==> src/rtl/instr_loader_pkg.sv <==
// rtl/instr_loader_pkg.sv - state, framing and error-code definitions shared by the program loader
package instr_loader_pkg;

  typedef enum logic [2:0] {
    WAIT_SYNC,
    LEN_LO,
    LEN_HI,
    PAYLOAD,
    CHECKSUM,
    DONE,
    ERROR
  } loader_state_e;

  localparam logic [7:0] SYNC_BYTE = 8'hA5;

  localparam logic [1:0] ERR_NONE     = 2'd0;
  localparam logic [1:0] ERR_BAD_LEN  = 2'd1;
  localparam logic [1:0] ERR_TIMEOUT  = 2'd2;
  localparam logic [1:0] ERR_CHECKSUM = 2'd3;

  // Once a frame has started the sender must keep bytes coming; idle is only legal outside a frame.
  function automatic logic timeout_running(input loader_state_e s);
    return (s == LEN_LO) || (s == LEN_HI) || (s == PAYLOAD) || (s == CHECKSUM);
  endfunction

endpackage

==> src/rtl/loader_timeout.sv <==
// rtl/loader_timeout.sv - inter-byte idle counter with clear/enable and a terminal-count flag
module loader_timeout
  import instr_loader_pkg::*;
#(
  parameter int TIMEOUT_CYCLES = 1_000_000
) (
  input  logic clk,
  input  logic rst,
  input  logic clr,
  input  logic en,
  output logic tc
);

  localparam int            CW       = (TIMEOUT_CYCLES > 1) ? $clog2(TIMEOUT_CYCLES) : 1;
  localparam logic [CW-1:0] TERMINAL = CW'(TIMEOUT_CYCLES - 1);

  logic [CW-1:0] cnt_q, cnt_d;

  // Saturates at the terminal value so tc stays asserted until the owner reacts.
  always_comb begin
    cnt_d = cnt_q;
    if (clr || !en) begin
      cnt_d = '0;
    end else if (cnt_q != TERMINAL) begin
      cnt_d = cnt_q + CW'(1);
    end
  end

  always_ff @(posedge clk) begin
    if (rst) begin
      cnt_q <= '0;
    end else begin
      cnt_q <= cnt_d;
    end
  end

  assign tc = en && (cnt_q == TERMINAL);

endmodule

==> src/rtl/instr_mem_loader.sv <==
// rtl/instr_mem_loader.sv - parses a framed UART boot image into byte writes and releases the CPU once verified
module instr_mem_loader
  import instr_loader_pkg::*;
#(
  parameter int          INSTR_SIZE     = 1024,
  parameter logic [31:0] BASE_ADDR      = 32'h0000_0000,
  parameter int          TIMEOUT_CYCLES = 1_000_000
) (
  input  logic        clk,
  input  logic        rst,
  input  logic        rx_valid,
  input  logic [7:0]  rx_data,
  input  logic        reload,
  output logic        instr_wr_en,
  output logic [31:0] instr_wr_addr,
  output logic [7:0]  instr_wr_data,
  output logic        cpu_hold,
  output logic        load_done,
  output logic        load_error,
  output logic [1:0]  err_code
);

  localparam logic [31:0] MAX_LEN = 32'(4 * INSTR_SIZE);

  loader_state_e state_q, state_d;
  logic [7:0]    len_lo_q, len_lo_d;
  logic [15:0]   len_q, len_d;
  logic [15:0]   cnt_q, cnt_d;
  logic [7:0]    sum_q, sum_d;
  logic          wr_en_q, wr_en_d;
  logic [31:0]   wr_addr_q, wr_addr_d;
  logic [7:0]    wr_data_q, wr_data_d;
  logic          hold_q, hold_d;
  logic          done_q, done_d;
  logic          error_q, error_d;
  logic [1:0]    code_q, code_d;

  logic [15:0]   len_rx;
  logic          tmo_en, tmo_clr, tmo_tc;

  assign len_rx  = {rx_data, len_lo_q};
  assign tmo_en  = timeout_running(state_q);
  assign tmo_clr = rx_valid || reload;

  loader_timeout #(
    .TIMEOUT_CYCLES(TIMEOUT_CYCLES)
  ) u_timeout (
    .clk(clk),
    .rst(rst),
    .clr(tmo_clr),
    .en (tmo_en),
    .tc (tmo_tc)
  );

  always_comb begin
    state_d   = state_q;
    len_lo_d  = len_lo_q;
    len_d     = len_q;
    cnt_d     = cnt_q;
    sum_d     = sum_q;
    wr_en_d   = 1'b0;
    wr_addr_d = wr_addr_q;
    wr_data_d = wr_data_q;
    hold_d    = hold_q;
    done_d    = done_q;
    error_d   = error_q;
    code_d    = code_q;

    if (reload) begin
      state_d   = WAIT_SYNC;
      hold_d    = 1'b1;
      done_d    = 1'b0;
      error_d   = 1'b0;
      code_d    = ERR_NONE;
      wr_addr_d = BASE_ADDR;
    end else begin
      unique case (state_q)
        WAIT_SYNC: begin
          if (rx_valid && rx_data == SYNC_BYTE) state_d = LEN_LO;
        end
        LEN_LO: begin
          if (rx_valid) begin
            len_lo_d = rx_data;
            state_d  = LEN_HI;
          end
        end
        LEN_HI: begin
          if (rx_valid) begin
            if (len_rx == 16'd0 || 32'(len_rx) > MAX_LEN) begin
              state_d = ERROR;
              hold_d  = 1'b1;
              error_d = 1'b1;
              code_d  = ERR_BAD_LEN;
            end else begin
              len_d   = len_rx;
              cnt_d   = 16'd0;
              sum_d   = 8'd0;
              state_d = PAYLOAD;
            end
          end
        end
        PAYLOAD: begin
          if (rx_valid) begin
            wr_en_d   = 1'b1;
            wr_addr_d = BASE_ADDR + 32'(cnt_q);
            wr_data_d = rx_data;
            sum_d     = sum_q + rx_data;
            cnt_d     = cnt_q + 16'd1;
            if (cnt_q == len_q - 16'd1) state_d = CHECKSUM;
          end
        end
        CHECKSUM: begin
          if (rx_valid) begin
            if (rx_data == sum_q) begin
              state_d = DONE;
              hold_d  = 1'b0;
              done_d  = 1'b1;
            end else begin
              state_d = ERROR;
              hold_d  = 1'b1;
              error_d = 1'b1;
              code_d  = ERR_CHECKSUM;
            end
          end
        end
        DONE: begin
          state_d = DONE;
        end
        ERROR: begin
          if (rx_valid && rx_data == SYNC_BYTE) begin
            state_d = LEN_LO;
            error_d = 1'b0;
            code_d  = ERR_NONE;
          end
        end
        default: begin
          state_d = WAIT_SYNC;
        end
      endcase

      // A byte arriving on the terminal count keeps the frame alive.
      if (tmo_tc && !rx_valid) begin
        state_d = ERROR;
        hold_d  = 1'b1;
        error_d = 1'b1;
        code_d  = ERR_TIMEOUT;
      end
    end
  end

  always_ff @(posedge clk) begin
    if (rst) begin
      state_q   <= WAIT_SYNC;
      len_lo_q  <= 8'd0;
      len_q     <= 16'd0;
      cnt_q     <= 16'd0;
      sum_q     <= 8'd0;
      wr_en_q   <= 1'b0;
      wr_addr_q <= BASE_ADDR;
      wr_data_q <= 8'd0;
      hold_q    <= 1'b1;
      done_q    <= 1'b0;
      error_q   <= 1'b0;
      code_q    <= ERR_NONE;
    end else begin
      state_q   <= state_d;
      len_lo_q  <= len_lo_d;
      len_q     <= len_d;
      cnt_q     <= cnt_d;
      sum_q     <= sum_d;
      wr_en_q   <= wr_en_d;
      wr_addr_q <= wr_addr_d;
      wr_data_q <= wr_data_d;
      hold_q    <= hold_d;
      done_q    <= done_d;
      error_q   <= error_d;
      code_q    <= code_d;
    end
  end

  assign instr_wr_en   = wr_en_q;
  assign instr_wr_addr = wr_addr_q;
  assign instr_wr_data = wr_data_q;
  assign cpu_hold      = hold_q;
  assign load_done     = done_q;
  assign load_error    = error_q;
  assign err_code      = code_q;

endmodule

==> config.mk <==
export PLATFORM = sky130hd
export DESIGN_NAME = instr_mem_loader
export DESIGN_NICKNAME = d
export VERILOG_FILES = /design/src/rtl/instr_loader_pkg.sv /design/src/rtl/loader_timeout.sv /design/src/rtl/instr_mem_loader.sv
export SDC_FILE = /design/constraint.sdc
export NUM_CORES = 1
export LEC_CHECK = 0
export BUFFER_PORTS_ARGS = -buffer_cell sky130_fd_sc_hd__buf_2
export CAP_MARGIN = 20
export CORE_MARGIN = 2
export CORE_UTILIZATION = 53
export DETAILED_ROUTE_END_ITERATION = 6
export PLACE_DENSITY = 0.77
export SLEW_MARGIN = 10
export SYNTH_ARGS = -nofsm -noshare
export SYNTH_HDL_FRONTEND = slang
export SYNTH_SLANG_ARGS = --single-unit
==> constraint.sdc <==
create_clock -name clk -period 2.9 [get_ports clk]
set_clock_uncertainty 0.2 [all_clocks]
set_input_delay 0.29 -clock clk [delete_from_list [all_inputs] [get_ports clk]]
set_output_delay 0.29 -clock clk [all_outputs]
set_load 0.01 [all_outputs]
---- Yosys cells after proc, flatten, opt, wreduce, memory -nomap -nowiden ----
Cells that the tools add are included.
word-level totals
  bits in registers ....................... 101
  input port bits ......................... 12
  output and inout port bits .............. 46
  logic and storage cells ................. 122
operators by class
  add/sub/neg operators ................... 4
  $lt $le $gt $ge ......................... 1
  equal/unequal tests ..................... 30
  mux-type cells .......................... 36
  bitwise operators ....................... 3
  reduce and logical (&&, ||, !) cells .... 33
operator list
  cell                     number
  $mux W16                 3
  $pmux W16 S2             1
  $mux W3                  8
  $mux W8                  3
  $reduce_and A6 Y1        4
  $add A20 B1 Y20 const B  1
  $eq A20 B20 Y1 const B   1
  $ne A20 B20 Y1 const B   1
  $pmux W3 S6              1
  $add A16 B1 Y16 const B  1
  $eq A16 B16 Y1           1
  $gt A16 B13 Y1 const B   1
  $logic_not A16 Y1        1
  $pmux W8 S2              1
  $sub A16 B1 Y16 const B  1
  $ne A3 B2 Y1 const B     5
  $mux W2                  7
  $ne A2 B2 Y1 const B     7
  $eq A3 B3 Y1 const B     3
  $mux W1                  9
  $ne A3 B1 Y1 const B     3
  $reduce_and A3 Y1        3
  $add A8 B8 Y8            1
  $eq A8 B8 Y1             1
  other kinds (21)         39

---- Depth between registers and ports, before layout ----
Gate-level depths: netlist of run 1.
  word-level depth ........................ 8
  depth in mapped cells ................... 9
  mapped depth without buffers ............ 9

---- Hierarchy ----
A second synthesis of run 1 with hierarchy kept.
second synthesis, totals
  cells, all modules ...................... 632
  area total of the unflattened synthesis .. 5287.6 µm²
modules (own cells, without submodules)
  module            instances  cells each  area each (µm²)  sequential area each (µm²)
  instr_mem_loader  1          525         4304.1           1621.6
  loader_timeout    1          107         983.4            400.4

---- Worst setup path before layout of run 1 ----
No wires, ideal clock.
  kind .................................... reg-to-reg
  start ................................... register len_q[0]
  end ..................................... register state_q[0]
  library setup time ...................... 0.131 ns
  arrival ................................. 2.359 ns
  required time ........................... 2.569 ns
  slack ................................... 0.210 ns
  stages on the path, launching flop included .. 10
  path buffers ............................ 0
  period minus slack after synthesis ...... 2.690 ns
  cells stage by stage .................... dfxtp_1 inv_1 ha_1 or3b_4 or4_1 a21o_1 a21oi_1 o221ai_1 nor4_2 o21ai_0
on the way
  cells in the longest elaborated chain, start to end .. 4
RTL lines
  element                             RTL line                 text
  start, declared                     instr_mem_loader.sv:27   logic [15:0] len_q, len_d;
  start signal, assigned              instr_mem_loader.sv:168  len_q <= len_d;
  $sub A16 B1 Y16                     instr_mem_loader.sv:109  if (cnt_q == len_q - 16'd1) state_d = CHECKSUM;
  $eq A16 B16 Y1                      instr_mem_loader.sv:109
  $ne A2 B1 Y1 (no source line)       -
  $reduce_and A6 Y1 (no source line)  -
  end signal, assigned                instr_mem_loader.sv:166  state_q <= state_d;
  end, declared                       instr_mem_loader.sv:25   loader_state_e state_q, state_d;
Every way passes these cells.
A chain may end at the register's enable or synchronous reset.

---- Worst setup path after layout of run 1 ----
  start ................................... register len_q[1]
  end ..................................... register state_q[1]
on the way
  cells in the longest elaborated chain, start to end .. 4
RTL lines
  element                             RTL line
  $sub A16 B1 Y16                     instr_mem_loader.sv:109
  $eq A16 B16 Y1                      instr_mem_loader.sv:109
  $ne A3 B1 Y1 (no source line)       -
  $reduce_and A6 Y1 (no source line)  -
Every way passes these cells.

==> results of run 1 <==
[synthesized netlist by cell type (all sizes together), types with 2 or more instances]
master	n
dfxtp	101
nor2	92
nand2	74
a21oi	44
xnor2	33
mux2i	32
clkbuf	27
nand3	25
xor2	24
buf	23
nor3	20
nor4	15
nand4	12
inv	11
ha	10
o21ai	10
a31oi	7
or4	7
and3	6
or3	6
a21o	4
or2	4
a211oi	3
and2	3
nor2b	3
nor4b	3
nand3b	2
nor3b	2
o221ai	2
o22ai	2
o31a	2
[metrics by stage]
stage	cells	hold WS [ns]	setup slack [ns]	total power (uW)	util [%]
finish	798	0.0649	0.0930	2350	61.1
global route	798	0.0801	-0.000207	2430	61.1
CTS	796	0.0540	0.0730	2370	60.5
detailed placement	780	0.245	0.0828	1500	58.5
global placement	780	0.240	0.175	1500	58.5
floorplan	642	0.234	0.210	1490	-
[logic make-up (layout without fill, tap and decap cells)]
kind of cell               after synthesis  count (layout)  share of synthesized area [%]
buffers and inverters                   61              88                           5.93
adders and majority gates               11              11                           2.82
muxes                                   32              32                           6.22
other                                    1              16                         0.0728
and+or+nand+nor                        278             278                           25.9
AOI/OAI and AO/OA                       86              86                           10.1
xor gates and xnor gates                57              57                           9.69
DFF                                    101             101                           39.3
[registers in the layout (all words and copies together) (netlist names)]
register	cells
cnt_q	16
cpu_hold	1
err_code	2
instr_wr_addr	16
instr_wr_data	8
instr_wr_en	1
len_lo_q	8
len_q	16
load_done	1
load_error	1
state_q	3
sum_q	8
u_timeout.cnt_q	20
[what timing repair did]
| item | in CTS | in global routing |
|---|---|---|
| setup endpoints to repair | 0 | 3 |
| buffers inserted | 0 | 2 |
| resized for setup | 0 | 11 |
[per-layer routing]
metal / GRT usage (%) / vias to the layer above / wire (um) / share of wire (%)
met4: 8.10 / 0 / 198 / 1.7
met1: 28.5 / 2091 / 5050 / 43
met3: 4.20 / 19 / 626 / 5.4
li1: - / 2205 / - / -
met5: 0 / - / 0 / 0
met2: 40.5 / 150 / 5770 / 50
[area by class of cell]
cell class	instances	area [um^2]	area share (%)
Multi-Input combinational cell	480	2930	51.4
Sequential cell	101	2020	35.5
Timing Repair Buffer	61	355	6.23
Tap cell	129	161	2.83
Clock buffer	9	124	2.17
Clock inverter	7	66.3	1.16
Inverter	11	41.3	0.724
[power groups by stage]
| stage | Clock [uW] | Combinational (uW) | Sequential (uW) |
|---|---|---|---|
| finish | 883 | 84.4 | 1390 |
| global route | 952 | 93.6 | 1390 |
| CTS | 901 | 83.1 | 1390 |
| detailed placement | 0 | 83.1 | 1420 |
| global placement | 0 | 81.4 | 1420 |
| floorplan | 0 | 69.3 | 1420 |
[path summary, 6_finish.rpt]
kind / cells past startpoint / endpoint / from
setup / recovery: 9 / state_q[1] / len_q[1]
hold / removal: 3 / instr_wr_data[5] / rx_data[5]
hold reg to reg: 2 / instr_wr_addr[12] / instr_wr_addr[12]
setup reg to reg: 9 / state_q[1] / len_q[1]
[worst max-delay path, cell delays in order (launching register included)]
cell	delay (ns)
dfxtp_2	0.35
inv_2	0.05
ha_2	0.16
or3b_4	0.41
or2_4	0.26
or3_4	0.37
a211oi_2	0.20
nand4_1	0.18
nor4_4	0.38
o22ai_1	0.14
==> impl_results.md, run 1 <==
* Starting Density at 55.2%
* Slew Viols, Final at 0
* Pin count of the biggest net entering global routing at 24
* Via-to-Cell Ratio at 5.60
* Row cnt at 35
* Vias at 4465
* Async S/R FF share, synth at 0%
* R2r setup slk at 0.09 ns
* Worst min path class: in -> reg
* Final instance area at 5700 um^2
* Flop pwr share at 58.9%
* WS Path Type: reg -> reg
* Layout area overhead at 10.7%
* Core Area at 9330 um^2
* Worst vdd ir at 0.000198 V
* TritonRoute pass-1 iters at 5
* Total GRT Usage at 23.1%
* Distinct cells, synth at 57
* Critical Path Start Type: register
* Pwr dens at 413 nW/um^2
* Vias in the first global route at 4251
* Status: finished clean
* Layout Nets at 687
* Avg Cell Area, Syn at 8.22 um^2
* Fmax at 356 MHz
* Initial drt markers at 240
* Ant diodes at 0
* Worst EP arrival at 2.85 ns
* Net Sw Frac at 25.9%
* Die area at 10500 um^2
* Highest-count cells in the layout ignoring fill and taps: dfxtp_1, nor2_1, nand2_1, a21oi_1, buf_2
* Pleak at 0.00215 uW
* Post-DP HPWL at 8.44 mm
* Share of cells above drive strength 1 at 14.3%
* Seq/Total Area, Yosys at 39.3%
* Synthesized cell area at 5150 um^2
* Cell taking the most area after synthesis: dfxtp_1
* Final period util at 96.8%
* I/O Buffers at 41
* Mapped Cells at 627
* Setup crit end kind: register
* TritonCTS buffer count at 9
* Max cap viols at 0
* CTS tree: yes
* I/O Pins at 58
* Clk_lat worst skew at 0.37 ns
* Worst-path maximum fanout at 5
* Setup TNS Final at 0 ns
* DIE WIDTH at 103 um
* Deepest clock path buffer count at 2
* Seq cells post-synth at 101
* First-pass GRT wire length at 19.6 mm
* CTS Root Cell: clkbuf_8
* Switching power at 609 uW
* Worst slew margin at 55.4%
* YS warnings at 0
* Commonest non-fill, non-tap cell in the layout: dfxtp_1
* CTS H-tree lvls at 3
* Tmin final at 2.81 ns
* Combinational power share at 3.6%
* Setup-failing EPs final at 0
* Critical Path RT at 2.95 ns
* Synth area leaders: dfxtp_1, nor2_1, mux2i_1
* GPL Wtd Cong at 0.883
* Initial antenna violation count at 0
* Power share of the clock group at 37.5%
* Slew at the pin with the worst max-slew slack at 0.668 ns
* WL per Instance at 14.6 um
* Post-Route WL at 11.7 mm
* Post-synth EDFFs at 0
* Remaining antenna violation count at 0
* Fillcell total at 806
* Clock transition at path regs at 0.11 ns
* Main synth FF type: dfxtp_1
* GR Overflow Total at 0
* Post-synth top area share at 39.3%
* Placed Area at 5450 um^2
* Die extent in y at 103 um
* Hold-fix buffers, CTS at 0
* Int Pwr at 1740 uW
* Fin. Hold Viols at 0
* Sinks on Clock Net at 101
* DRC errors left at 0
No activity file was read; power rests on OpenSTA's default activity.
==> run 2: changes to the inputs <==
- CORE_UTILIZATION: 53 -> 55
- CTS_BUF_LIST: default -> sky130_fd_sc_hd__clkbuf_4 sky130_fd_sc_hd__clkbuf_8
- PLACE_DENSITY: 0.77 -> 0.8
==> run 2 against run 1 <==
Worst hold slack worse by 0.036 ns. Non-clock buffer count down 3. Cell area shrank 0.81%. First-iteration DRC count shrank 10%. Setup slack better by 0.014 ns. Register-to-register slack is essentially flat. Clock power rose by 0.7%. Die area shrank 3.5%. Count of clock-buffer cells in the layout is the same. Sequential share of layout area grew 0.31 points. Highest routed layer unchanged. Critical path depth is the same.
==> impl_results.md, run 2 (synthesis gave the netlist of run 1 again) <==
* Max cap viols at 0 (unchanged)
* CTS Root Cell: clkbuf_8 (unchanged)
* Final period util at 96.3% (was 96.8%)
* Final instance area at 5660 um^2 (was 5700 um^2)
* Worst R2R Start: len_q[0] (was len_q[1])
* Post-Route WL at 11.5 mm (was 11.7 mm)
* Pin count of the biggest net entering global routing at 37 (was 24)
* Top reg by flops: u_timeout.cnt_q (unchanged)
* WP depth at 9 (unchanged)
* Critical Path RT at 3.01 ns (was 2.95 ns)
* Share of cells above drive strength 1 at 13.5% (was 14.3%)
* Post-Place Cells at 760 (was 780)
* Slew at the pin with the worst max-slew slack at 0.633 ns (was 0.668 ns)
* FF/Latch Area at 2020 um^2 (about the same)
* Total GRT Usage at 24.5% (was 23.1%)
* GR Overflow Total at 0 (unchanged)
* Pleak at 0.00214 uW (was 0.00215 uW)
* Total power at 2360 uW (was 2350 uW)
* Critical Path Start Type: register (unchanged)
* CP Launch Point: len_q[0] (was len_q[1])
* Initial drt markers at 215 (was 240)
* CTS H-tree lvls at 3 (unchanged)
* Via-to-Cell Ratio at 5.76 (was 5.60)
* Worst path cell trace: inv_1, ha_1, or3b_4, or2_4, or3_1, a211oi_2, nand4_1, nor4_4, o31a_1 (was inv_2, ha_2, or3b_4, or2_4, or3_4, a211oi_2, nand4_1, nor4_4, o22ai_1)
* Worst slew margin at 57.7% (was 55.4%)
* I/O Pins at 58 (unchanged)
* Row cnt at 35 (unchanged)
* Fmax at 358 MHz (was 356 MHz)
* Clock transition at path regs at 0.09 ns (was 0.11 ns)
* Hold path depth at 2 (was 3)
* Vias at 4472 (was 4465)
* Max incr delay on CP at 0.41 ns (about the same)
* R2r setup slk at 0.11 ns (was 0.09 ns)
* Worst hold slack at 0.0288 ns (was 0.0649 ns)
* Post-Layout Cell Count at 777 (was 798)
* Worst EP arrival at 2.90 ns (was 2.85 ns)
* Multi-input logic area at 2920 um^2 (was 2930 um^2)
* Reg2Reg Depth at 9 (unchanged)
* Core Area at 9150 um^2 (was 9330 um^2)
* Fin. Hold Viols at 0 (unchanged)
* Setup crit end kind: register (unchanged)
* Clk_lat worst skew at 0.37 ns (about the same)
* Worst-path maximum fanout at 5 (unchanged)
* Vias in the first global route at 4385 (was 4251)
* CP max stage cell: nor4_4 (was or3b_4)
* DRC errors left at 0 (unchanged)
* Status: finished clean (unchanged)
* Ant diodes at 0 (unchanged)
* WS Path Type: reg -> reg (unchanged)
* Slew Viols, Final at 0 (unchanged)
* Sinks on Clock Net at 101 (unchanged)
* I/O Buffers at 41 (unchanged)
* Die area at 10200 um^2 (was 10500 um^2)
* Deepest clock path buffer count at 2 (unchanged)
* Post-DP HPWL at 8.49 mm (was 8.44 mm)
* WL per Instance at 14.7 um (was 14.6 um)
* Placed Area at 5420 um^2 (was 5450 um^2)
* Worst vdd ir at 0.000207 V (was 0.000198 V)
* Initial antenna violation count at 0 (unchanged)
* Worst min path class: in -> reg (unchanged)
* DIE WIDTH at 101 um (was 103 um)
* Top delay family on crit path: simple AND/OR/NAND/NOR gates (unchanged)
* R2r endpoint: state_q[2] (was state_q[1])
* Crit path capture: state_q[2] (was state_q[1])
* Highest-count cells in the layout ignoring fill and taps: dfxtp_1, nor2_1, nand2_1, a21oi_1, buf_2 (unchanged)
* Commonest non-fill, non-tap cell in the layout: dfxtp_1 (unchanged)
* Pwr dens at 417 nW/um^2 (was 413 nW/um^2)
* Die extent in y at 101 um (was 103 um)
* Layout Nets at 684 (was 687)
* CTS tree: yes (unchanged)
* Starting Density at 56.3% (was 55.2%)
* Setup TNS Final at 0 ns (unchanged)
* Fillcell total at 817 (was 806)
* Layout area overhead at 9.81% (was 10.7%)
* First-pass GRT wire length at 20.1 mm (was 19.6 mm)
* Setup-failing EPs final at 0 (unchanged)
* CP bufs+invs at 1 (unchanged)
* Unrepaired setup endpoints after global routing: false
* Remaining antenna violation count at 0 (unchanged)
* Tmin final at 2.79 ns (was 2.81 ns)
* Max reg flops at 20 (unchanged)
* TritonRoute pass-1 iters at 5 (unchanged)
* GPL Wtd Cong at 0.898 (was 0.883)
* TritonCTS buffer count at 9 (unchanged)
==> run 2: cell type report <==
cell class	count	area share, %
clock buffers	9	2.19
clock inverters	7	1.37
inverters	11	0.730
multi-input cells	480	51.6
flip-flops and latches	101	35.8
well taps	111	2.46
repair buffers	58	5.88
==> run 2: how the worst min path moves through the flow <==
stage                                 from          endpoint
after floorplan                 rx_data[0]  instr_wr_data[0]
after global placement    instr_wr_addr[9]  instr_wr_addr[9]
after detailed placement  instr_wr_addr[9]  instr_wr_addr[9]
after CTS                              rst          sum_q[7]
after global routing                   rst          sum_q[6]
final                                  rst          sum_q[7]
==> run 2: stage by stage <==
step	utilization, %	setup WS [ns]
finish	61.8	0.107
global route	61.8	0.00569
CTS	61.4	0.00199
detailed placement	59.2	-0.00975
global placement	59.2	0.0919
floorplan	-	0.210
==> run 2: power breakdown <==
part           internal, uW  switching (uW)
combinational          22.0            62.0
clock                   340             548
sequential             1390          0.0471
total                  1750             610
==> run 2: routing by layer <==
| metal | wire length, um | global-route usage, % |
|---|---|---|
| met5 | 0 | 0 |
| met4 | 218 | 8.75 |
| met3 | 411 | 4.58 |
| met2 | 5860 | 42.5 |
| met1 | 4970 | 30.2 |
==> run 2: what timing repair did <==
action / in CTS / in global routing
resized for setup: 0 / 8
setup endpoints to repair: 0 / 3
buffers inserted: 0 / 1
hold buffers: 0 / 0
==> run 2: worst reg2reg max path, delay by kind of cell, from the launching register on <==
family | cells | cell delay, ns
buf+inv | 1 | 0.06
compound gates | 2 | 0.34
simple gates | 5 | 1.63
fa+ha+maj | 1 | 0.15
flops | 1 | 0.36
==> run 3: changes to the inputs <==
- BUFFER_PORTS_ARGS: -buffer_cell sky130_fd_sc_hd__buf_2 -> -buffer_cell sky130_fd_sc_hd__buf_4
- SYNTH_HIERARCHICAL: default -> 1
==> run 3 against run 2 <==
Synthesized area rose by 2.6%. Flip-flop and latch count did not move. Total power fell by 0.43%. Sequential power barely moved.
==> impl_results.md, run 3 <==
* Clock transition at path regs at 0.11 ns (was 0.09 ns)
* Worst EP arrival at 2.97 ns (was 2.90 ns)
* CTS H-tree lvls at 3 (unchanged)
* Main synth FF type: dfxtp_1 (unchanged)
* Tmin final at 2.90 ns (was 2.79 ns)
* Worst hold slack at 0.00221 ns (was 0.0288 ns)
* Setup crit end kind: register (unchanged)
* Die extent in y at 102 um (was 101 um)
* Worst vdd ir at 0.000334 V (was 0.000207 V)
* Distinct cells, synth at 70 (was 57)
* Top reg by flops: u_timeout/cnt_q (was u_timeout.cnt_q)
* Pin count of the biggest net entering global routing at 46 (was 37)
* Ant diodes at 0 (unchanged)
* Highest-count cells in the layout ignoring fill and taps: dfxtp_1, nand2_1, buf_4, nor2_1, a21oi_1 (was dfxtp_1, nor2_1, nand2_1, a21oi_1, buf_2)
* YS warnings at 6 (was 0)
* Cell taking the most area after synthesis: dfxtp_1 (unchanged)
* Max reg flops at 20 (unchanged)
* WL per Instance at 15.3 um (was 14.7 um)
* Setup-failing EPs final at 0 (unchanged)
* Post-synth top area share at 38.2% (was 39.3%)
* Final instance area at 6030 um^2 (was 5660 um^2)
* Avg Cell Area, Syn at 8.37 um^2 (was 8.22 um^2)
* Int Pwr at 1770 uW (was 1750 uW)
* Total GRT Usage at 24.5% (about the same)
* Sinks on Clock Net at 101 (unchanged)
* Slew at the pin with the worst max-slew slack at 0.663 ns (was 0.633 ns)
* Seq/Total Area, Yosys at 38.2% (was 39.3%)
* First-pass GRT wire length at 20.4 mm (was 20.1 mm)
* CTS Root Cell: clkbuf_8 (unchanged)
* Mapped Cells at 632 (was 627)
* Flop pwr share at 59.0% (was 58.8%)
* Pwr dens at 389 nW/um^2 (was 417 nW/um^2)
* Vias in the first global route at 4340 (was 4385)
* Fin. Hold Viols at 0 (unchanged)
* Unrepaired setup endpoints after global routing: true (was false)
* Worst slew margin at 55.7% (was 57.7%)
* Remaining antenna violation count at 0 (unchanged)
* Critical Path RT at 2.97 ns (was 3.01 ns)
* Net Sw Frac at 24.7% (was 25.9%)
* Async S/R FF share, synth at 0% (unchanged)
* Via-to-Cell Ratio at 5.77 (was 5.76)
* Max cap viols at 0 (unchanged)
* Share of cells above drive strength 1 at 17.3% (was 13.5%)
* Vias at 4674 (was 4472)
* Seq cells post-synth at 101 (unchanged)
* Status: finished clean (unchanged)
* DIE WIDTH at 102 um (was 101 um)
* TritonCTS buffer count at 9 (unchanged)
* Layout Nets at 699 (was 684)
* Post-Route WL at 12.4 mm (was 11.5 mm)
* WS Path Type: reg -> reg (unchanged)
* Starting Density at 57.0% (was 56.3%)
* Most numerous cell in the Yosys netlist: dfxtp_1 (unchanged)
* Switching power at 580 uW (was 610 uW)
* Post-DP HPWL at 8.91 mm (was 8.49 mm)
* GR Overflow Total at 0 (unchanged)
* Initial drt markers at 284 (was 215)
* GPL Wtd Cong at 0.878 (was 0.898)
* Power share of the clock group at 37.0% (was 37.7%)
* Die area at 10400 um^2 (was 10200 um^2)
* Post-synth top cells: dfxtp_1, nand2_1, nor2_1, a21oi_1, xnor2_1 (was dfxtp_1, nor2_1, nand2_1, a21oi_1, xnor2_1)
* Initial antenna violation count at 0 (unchanged)
* I/O Buffers at 41 (unchanged)
* Placed Area at 5760 um^2 (was 5420 um^2)
* Combinational power share at 3.9% (was 3.6%)
* Fmax at 345 MHz (was 358 MHz)
* Worst-path maximum fanout at 3 (was 5)
* Post-synth EDFFs at 0 (unchanged)
* TritonRoute pass-1 iters at 5 (unchanged)
* Commonest non-fill, non-tap cell in the layout: dfxtp_1 (unchanged)
* Layout Utilization at 65.0% (was 61.8%)
* Worst min path class: in -> reg (unchanged)
* I/O Pins at 58 (unchanged)
* Layout area overhead at 14.1% (was 9.81%)
* Synthesized cell area at 5290 um^2 (was 5150 um^2)
* Clk_lat worst skew at 0.39 ns (was 0.37 ns)
* Critical Path Start Type: register (unchanged)
* Deepest clock path buffer count at 2 (unchanged)
* Synth area leaders: dfxtp_1, nand2_1, xnor2_1 (was dfxtp_1, nor2_1, mux2i_1)
* Core Area at 9280 um^2 (was 9150 um^2)
* Setup TNS Final at 0 ns (unchanged)
* CTS tree: yes (unchanged)
* Row cnt at 35 (unchanged)
* Final period util at 100% (was 96.3%)
* Pleak at 0.00224 uW (was 0.00214 uW)
* DRC errors left at 0 (unchanged)
* Slew Viols, Final at 0 (unchanged)
[run 3: path summary, 6_finish.rpt]
path,cells after the start,slack [ns],from,end
setup reg to reg,6,0.0007,len_q[5],state_q[1]
hold / removal,3,0.002,rx_data[0],len_q[8]
hold reg to reg,2,0.26,instr_wr_addr[9],instr_wr_addr[9]
setup / recovery,6,0.0007,len_q[5],state_q[1]
[run 3: worst max-delay path, stage by stage, from the launching register on]
cell       delay, ns
dfxtp_2         0.33
or4_4           0.52
or4_4           0.50
or4_4           0.46
a2111oi_4       0.38
o21ai_2         0.14
o221a_1         0.26
[run 3: power groups by stage]
stage                     Clock (uW)  Sequential [uW]  Combinational [uW]
after floorplan                    0             1420                68.5
after global placement             0             1420                84.8
after detailed placement           0             1420                87.0
after CTS                        889             1390                91.2
after global routing             953             1390                 101
final                            870             1390                92.8
[run 3: kinds of logic after synthesis]
kind of cell    synth area share, %
simple gates                   27.5
compound gates                 12.4
flops                          38.2
buf+inv                        5.87
xor+xnor                       7.62
mux                            5.51
fa+ha+maj                      2.74
other cells                  0.0709
[run 3: metal layers]
layer / vias to the layer above / share of wire (%) / GRT usage (%)
li1: 2284 / - / -
met1: 2199 / 45 / 31.6
met2: 163 / 47 / 40.4
met3: 28 / 5.6 / 5.54
met4: 0 / 2.1 / 8.72
met5: - / 0 / 0
[run 3: layout make-up]
class,instances,area (um^2)
Fill cell,817,3250
Multi-Input combinational cell,486,3080
Sequential cell,101,2020
Timing Repair Buffer,69,542
Tap cell,129,161
Clock buffer,10,138
Clock inverter,6,51.3
Inverter,9,33.8
[run 3: stage by stage]
step	cells	power, uW	worst slack, ns
3_3_place_gp	790	1500	-0.000950
4_1_cts	810	2370	0.00782
2_1_floorplan	647	1490	0.0124
5_1_grt	810	2440	-0.0831
3_5_place_dp	790	1510	-0.0177
6_report	810	2350	0.000652
[run 3: repair_timing]
action | in CTS | in global routing
endpoints found under the setup margin | 1 | 6
hold buffers | 3 | 0
resized for setup | 1 | 9
setup buffers | 1 | 0
pin swaps | 4 | 2
hold endpoints to repair | 3 | 0
